--- config.mk ---
export PLATFORM = sky130hd
export DESIGN_NAME = bin_to_bcd_display
export DESIGN_NICKNAME = d
export VERILOG_FILES = /design/src/rtl/bin_to_bcd_display.sv
export SDC_FILE = /design/constraint.sdc
export NUM_CORES = 1
export LEC_CHECK = 0
export BUFFER_PORTS_ARGS = -buffer_cell sky130_fd_sc_hd__clkbuf_2
export CORE_ASPECT_RATIO = 1.4
export CORE_MARGIN = 2
export CORE_UTILIZATION = 62
export CTS_CLUSTER_SIZE = 12
export DETAILED_ROUTE_END_ITERATION = 10
export GPL_ROUTABILITY_DRIVEN = 0
export GPL_TIMING_DRIVEN = 0
export PLACE_DENSITY = 0.85
export SLEW_MARGIN = 20
export SYNTH_ARGS = -nofsm -noshare
export SYNTH_HDL_FRONTEND = slang
export SYNTH_SLANG_ARGS = --single-unit
--- constraint.sdc ---
create_clock -name clk -period 3.1 [get_ports clk]
set_input_delay 0.155 -clock clk [delete_from_list [all_inputs] [get_ports clk]]
set_output_delay 0.155 -clock clk [all_outputs]
set_load 0.05 [all_outputs]
--- src/rtl/bin_to_bcd_display.sv ---
// Sequential binary-to-BCD converter (double-dabble, one bit per clock) feeding
// the per-digit 7-segment decoders; publishes a stable result and leading-zero mask.
module bin_to_bcd_display #(
  parameter int WIDTH  = 16,
  parameter int DIGITS = 5
) (
  input  logic                  clk,
  input  logic                  reset,
  input  logic                  start,
  input  logic [WIDTH-1:0]      binaryValue,
  output logic                  busy,
  output logic                  done,
  output logic [4*DIGITS-1:0]   bcdOut,
  output logic [DIGITS-1:0]     digitValid
);

  // state | meaning
  // IDLE  | waiting for start, outputs hold last published result
  // SHIFT | one add-3 / shift step per cycle, WIDTH steps total
  // DONE  | publish scratch to bcdOut / digitValid, pulse done

  localparam int CW = $clog2(WIDTH + 1);

  typedef enum logic [1:0] {
    IDLE  = 2'd0,
    SHIFT = 2'd1,
    DONE  = 2'd2
  } state_t;

  state_t              state;
  state_t              state_next;
  logic [WIDTH-1:0]    bin_reg;
  logic [4*DIGITS-1:0] scratch;
  logic [4*DIGITS-1:0] scratch_adj;
  logic [CW-1:0]       count;
  logic [DIGITS-1:0]   valid_next;

  // Per-digit add-3 correction; 4-bit arithmetic, no carry between digits.
  always_comb begin
    scratch_adj = scratch;
    for (int i = 0; i < DIGITS; i++) begin
      if (scratch[4*i +: 4] >= 4'd5) begin
        scratch_adj[4*i +: 4] = scratch[4*i +: 4] + 4'd3;
      end
    end
  end

  // Digit i is shown if it or any more significant digit is nonzero.
  always_comb begin
    valid_next = '0;
    for (int i = 0; i < DIGITS; i++) begin
      valid_next[i] = |(scratch >> (4*i));
    end
    valid_next[0] = 1'b1;
  end

  always_comb begin
    state_next = state;
    case (state)
      IDLE:    if (start) state_next = SHIFT;
      SHIFT:   if (count == CW'(1)) state_next = DONE;
      DONE:    state_next = IDLE;
      default: state_next = IDLE;
    endcase
  end

  always_ff @(posedge clk or negedge reset) begin
    if (!reset) begin
      state <= IDLE;
    end else begin
      state <= state_next;
    end
  end

  always_ff @(posedge clk or negedge reset) begin
    if (!reset) begin
      bin_reg    <= '0;
      scratch    <= '0;
      count      <= '0;
      bcdOut     <= '0;
      digitValid <= DIGITS'(1);
      done       <= 1'b0;
    end else begin
      done <= 1'b0;
      case (state)
        IDLE: begin
          if (start) begin
            bin_reg <= binaryValue;
            scratch <= '0;
            count   <= CW'(WIDTH);
          end
        end
        SHIFT: begin
          {scratch, bin_reg} <= {scratch_adj, bin_reg} << 1;
          count              <= count - CW'(1);
        end
        DONE: begin
          bcdOut     <= scratch;
          digitValid <= valid_next;
          done       <= 1'b1;
        end
        default: ;
      endcase
    end
  end

  assign busy = (state != IDLE);

endmodule

* Yosys cells after proc, flatten, opt, wreduce, memory -nomap -nowiden
Index checks and enable logic that the tools add are counted.
** Cells by class
- Equal/unequal tests :: 5
- Multiplexer cells :: 15
- Magnitude comparators :: 5
- Reduce and logical (&&, ||, !) cells :: 9
- $add $sub $neg :: 6
** Operator list (number)
- one-hot mux 20 bit (2 select lines) :: 1
- one-hot mux 16 bit (2 select lines) :: 1
- >= comparator 4 x 3 -> 1 bit, second input constant :: 5
- two-way mux 20 bit :: 1
- adder 4 x 2 -> 4 bit, second input constant :: 4
- two-way mux 16 bit :: 1
- two-way mux 4 bit :: 4
- OR reduction 16 bit :: 1
- OR reduction 12 bit :: 1
- one-hot mux 5 bit (2 select lines) :: 1
- OR reduction 8 bit :: 1
- == test 5 x 1 -> 1 bit, second input constant :: 1
- two-way mux 5 bit :: 1
- subtractor 5 x 1 -> 5 bit, second input constant :: 1
- two-way mux 2 bit :: 2
- inequality test 2 bit, second input constant :: 2
- one-hot mux 2 bit (2 select lines) :: 1
- AND reduction 2 bit :: 2
- nonzero test 2 bit :: 2
- OR reduction 4 bit :: 1
- adder 3 x 2 -> 3 bit, second input constant :: 1
- two-way mux 3 bit :: 1
- == test 2 x 1 -> 1 bit, second input constant :: 1
- == test 2 bit, second input constant :: 1
- other kinds (2) :: 2
** Storage, ports and cells
- Bits of input ports :: 19
- Register bits after elaboration :: 68
- Output and inout bits :: 27

* Logic depth before layout (Yosys ltp)
- Depth after elaboration :: 3
- Gate-level depth with buffers :: 6

* Worst setup path after synthesis
OpenSTA, ideal clock, no wires.
- Kind :: reg2reg
- From :: register scratch[16]
- To :: register digitValid[1]
- Required time :: 2.959 ns
- Cell stages (with the launch flop) :: 6
- Path slack :: 1.565 ns
- Data arrival time :: 1.393 ns
- Path through :: dfrtp_1 > inv_1 > ha_1 > or3b_4 > nor4_4 > a41oi_1
** Between the ends
- Cells in the longest elaborated chain, start to end :: 1
** Ends and longest elaborated chain
- start: declaration :: RTL line 33 : logic [4*DIGITS-1:0] scratch;
- start signal: assignment :: RTL line 94 : {scratch, bin_reg} <= {scratch_adj, bin_reg} << 1;
- OR reduction 16 bit :: RTL line 52 : valid_next[i] = |(scratch >> (4*i));
- end signal: assignment :: RTL line 99 : digitValid <= valid_next;
- end: declaration :: RTL line 14 : output logic [DIGITS-1:0] digitValid
No other way between the ends.
A chain may end at the register's enable or synchronous reset.

* Worst setup path in the final report
- From :: register state[1]
- To :: output busy
** Between the ends
- Cells in the longest elaborated chain, start to end :: 1
** Ends and longest elaborated chain
- start: declaration :: RTL line 30 : state_t state;
- start signal: assignment :: RTL line 71 : state <= state_next;
- nonzero test 2 bit :: RTL line 107 : assign busy = (state != IDLE);
- end: declaration :: RTL line 11 : output logic busy,
No other way between the ends.

==> impl_metrics.json <==
{
  "antenna_found_initial": 0,
  "power.switching_w": 0.00190,
  "vdd.ir_drop.worst_mv": 0.627,
  "rsz0062_at_grt": "false",
  "num_vias": 2806,
  "cts-resized-gates": 0,
  "ys.flop_type": "dfrtp_1",
  "seq_area_um2": 1700,
  "relSlewSlack_pct": 49.4,
  "fin_nets": 429,
  "finalPower_w": 0.00433,
  "antenna_left": 0,
  "worst-path-buf-inv": 3,
  "path_clk_slew_ps": 70,
  "switching_share_pct": 44.0,
  "cts_root_buf": "clkbuf_8",
  "layout_min_cycle_time_ps": 1860,
  "p_leak_nw": 1.84,
  "setup_violations": 0,
  "hpwlAfterDp_um": 5450,
  "portBuffers": 43,
  "async_reset_ff_share_pct": 100,
  "nFillCells": 402,
  "synth_seq_cells": 68,
  "avgViaCountPerCell": 6.03,
  "sequentialPowerShare_pct": 34.3,
  "wl_per_cell_um": 16.7,
  "synth_edf_count": 0,
  "tightest_slew_ps": 758,
  "cts_tree": "yes",
  "grt_pass1_wl_um": 13100,
  "timing_worst_setup_path_type": "reg -> out",
  "ioPinCount": 46,
  "worstPathArrival_ps": 1710,
  "yosysSeqAreaShare_pct": 50.1,
  "syn-num-nets": 373,
  "die-height_um": 91.5,
  "crit_path_max_incr_delay_ps": 440,
  "overflow": 0,
  "comb_power_share_pct": 44.8,
  "wirelength_um": 7780,
  "clock_sinks": 68,
  "max_cap_viol_count": 0,
  "worst_skew_pair.late_latency_ps": 350,
  "multi_input_area_um2": 1480,
  "die_w_um": 66.5,
  "layout-drive-gt1-share_pct": 20.6,
  "timing.final.crit_share_pct": 60.0,
  "crit_top_cell": "buf_2",
  "drc": 0,
  "drt_first_pass_iters": 4,
  "outcome": "finished, final reports clean",
  "path_cells": "buf_2 > buf_2 > or2_2 > clkbuf_2",
  "start_kind": "flop",
  "internal-power_w": 0.00242,
  "syn_avg_cell_area_um2": 10.0,
  "hold_class": "in -> reg",
  "grt_usage_pct": 28.3,
  "tns_ps": 0,
  "die-area_um2": 6090,
  "initial_core_util_pct": 64.8,
  "rows": 31,
  "critPathRequiredTime_ps": 2940,
  "slew_viol_final": 0,
  "syn_inst": 338,
  "cpMaxStageDelayCell": "dfrtp_1",
  "grt_pass1_vias": 2813,
  "synth-warning-count": 0,
  "fin_worst_skew_ps": 7.84,
  "cts_buffer_depth": 2,
  "drt-initial-drc-count": 194,
  "fmax_mhz": 537,
  "numCtsBuffers": 9,
  "num_antenna_cells": 0,
  "synth_cell_type_count": 45,
  "p_clk_share_pct": 20.9,
  "h-tree-depth": 3,
  "area_growth_pct": 17.1,
  "critPathTopFamily": "buffers and inverters",
  "core_area_um2": 5240,
  "critPathMaxFanout": 10,
  "crit_path_end_kind": "output pin",
  "grt_max_degree": 45,
  "synth_area_um2": 3390,
  "power_density_nw_per_um2": 1090,
  "post-route-util_pct": 75.9,
  "hold_violations": 0
}
power by group through the flow:
stage	logic (W)	clock network [W]	registers, W
after global routing	0.00213	0.000952	0.00153
after CTS	0.00194	0.000910	0.00148
after floorplan	0.00109	0	0.00181
after detailed placement	0.00193	0	0.00149
final	0.00194	0.000902	0.00149
after global placement	0.00184	0	0.00147
kinds of logic after synthesis:
| logic type | Yosys count | synth area share (%) |
|---|---|---|
| compound gates | 125 | 24.6 |
| simple gates | 79 | 12.3 |
| flops | 68 | 50.1 |
| buf+inv | 47 | 6.38 |
| fa+ha+maj | 16 | 5.90 |
| other cells | 1 | 0.111 |
| xor+xnor | 1 | 0.258 |
| mux | 1 | 0.295 |
layout make-up:
| cell class | instances | share of cell area, % |
|---|---|---|
| Tap cell | 66 | 2.08 |
| Timing Repair Buffer | 45 | 6.24 |
| Inverter | 25 | 2.36 |
| Sequential cell | 68 | 42.8 |
| Multi-Input combinational cell | 223 | 37.1 |
| Clock inverter | 6 | 2.80 |
| Buffer | 22 | 3.09 |
| Clock buffer | 10 | 3.46 |
layer usage:
| metal | global-route usage, % | up-vias | share of wire [%] |
|---|---|---|---|
| met5 | 0 | - | 0 |
| met4 | 13.6 | 0 | 2.2 |
| met3 | 4.09 | 17 | 4.1 |
| met2 | 47.5 | 93 | 52 |
| met1 | 35.0 | 1362 | 41 |
| li1 | - | 1334 | - |
path summary, 6_finish.rpt:
| path | startpoint | end | slack (ps) | depth (start not counted) |
|---|---|---|---|---|
| min in group asynchronous | reset | bcdOut[8] | 280 | 2 |
| max in group asynchronous | reset | scratch[13] | 2270 | 3 |
| worst min-delay path | binaryValue[0] | bin_reg[0] | 40 | 3 |
| worst max-delay path | state[1] | busy | 1240 | 4 |
| worst max register to register | scratch[16] | digitValid[1] | 1360 | 5 |
| worst min register to register | bcdOut[13] | bcdOut[13] | 480 | 2 |
cells in the final DEF, fill, tap and decap left out, types with 2 or more instances in the layout:
master     synthesis  final
o221ai_1           5      5
inv_1             25     25
o22ai_1            3      3
dfrtp_1           68     68
o2111ai_1         10     10
buf_4              3      3
nand2b_1           5      5
nand2_1           38     38
clkbuf_8           0     10
clkbuf_1           6      6
o21a_1             5      5
bufinv_16          0      3
ha_1              16     16
o211ai_1           4      4
a22oi_1           15     15
nor2b_1           18     18
and2b_1            4      4
a32o_1             5      5
clkbuf_2           1     43
o311ai_1           5      5
o21ai_0           43     43
o31ai_1            6      6
a21oi_1           15     15
nor2_1             3      3
o32ai_1            2      2
o311ai_0           2      2
buf_2             10     10
buf_6              2      2
worst reg2reg max path, cell delays in order (launching register included):
cell	delay [ps]
dfrtp_1	410
inv_1	160
ha_1	180
or3b_4	410
nor4_4	290
a41oi_1	160
Yosys cell counts (all sizes together), types with 3 or more instances:
master	n	area, um2
nand2b	5	31.3
a22oi	15	113
o22ai	3	18.8
o211ai	4	30.0
o21a	5	37.5
buf	15	95.1
o21ai	44	220
inv	25	93.8
clkbuf	7	27.5
o311ai	7	61.3
nor2	3	11.3
o31ai	6	45.0
nand2	38	143
dfrtp	68	1700
and2b	4	30.0
o2111ai	10	87.6
o221ai	5	43.8
a32o	5	50.1
nor2b	18	113
a21oi	15	75.1
ha	16	200
per-stage QoR:
stage,hold WS (ps),std cells,setup WS [ps],cell area [um2]
after detailed placement,122,448,1390,3710
after global placement,398,447,1420,3690
after global routing,66.7,465,1180,3970
after CTS,32.0,465,1240,3970
final,40.6,465,1240,3970
after floorplan,-141,338,1570,3390
repair_timing:
action	in CTS	in global routing
hold buffers	1	0
setup buffers	0	0
endpoints found under the setup margin	0	0
endpoints found under the hold margin	24	0
(Power assumes the default switching activity.)
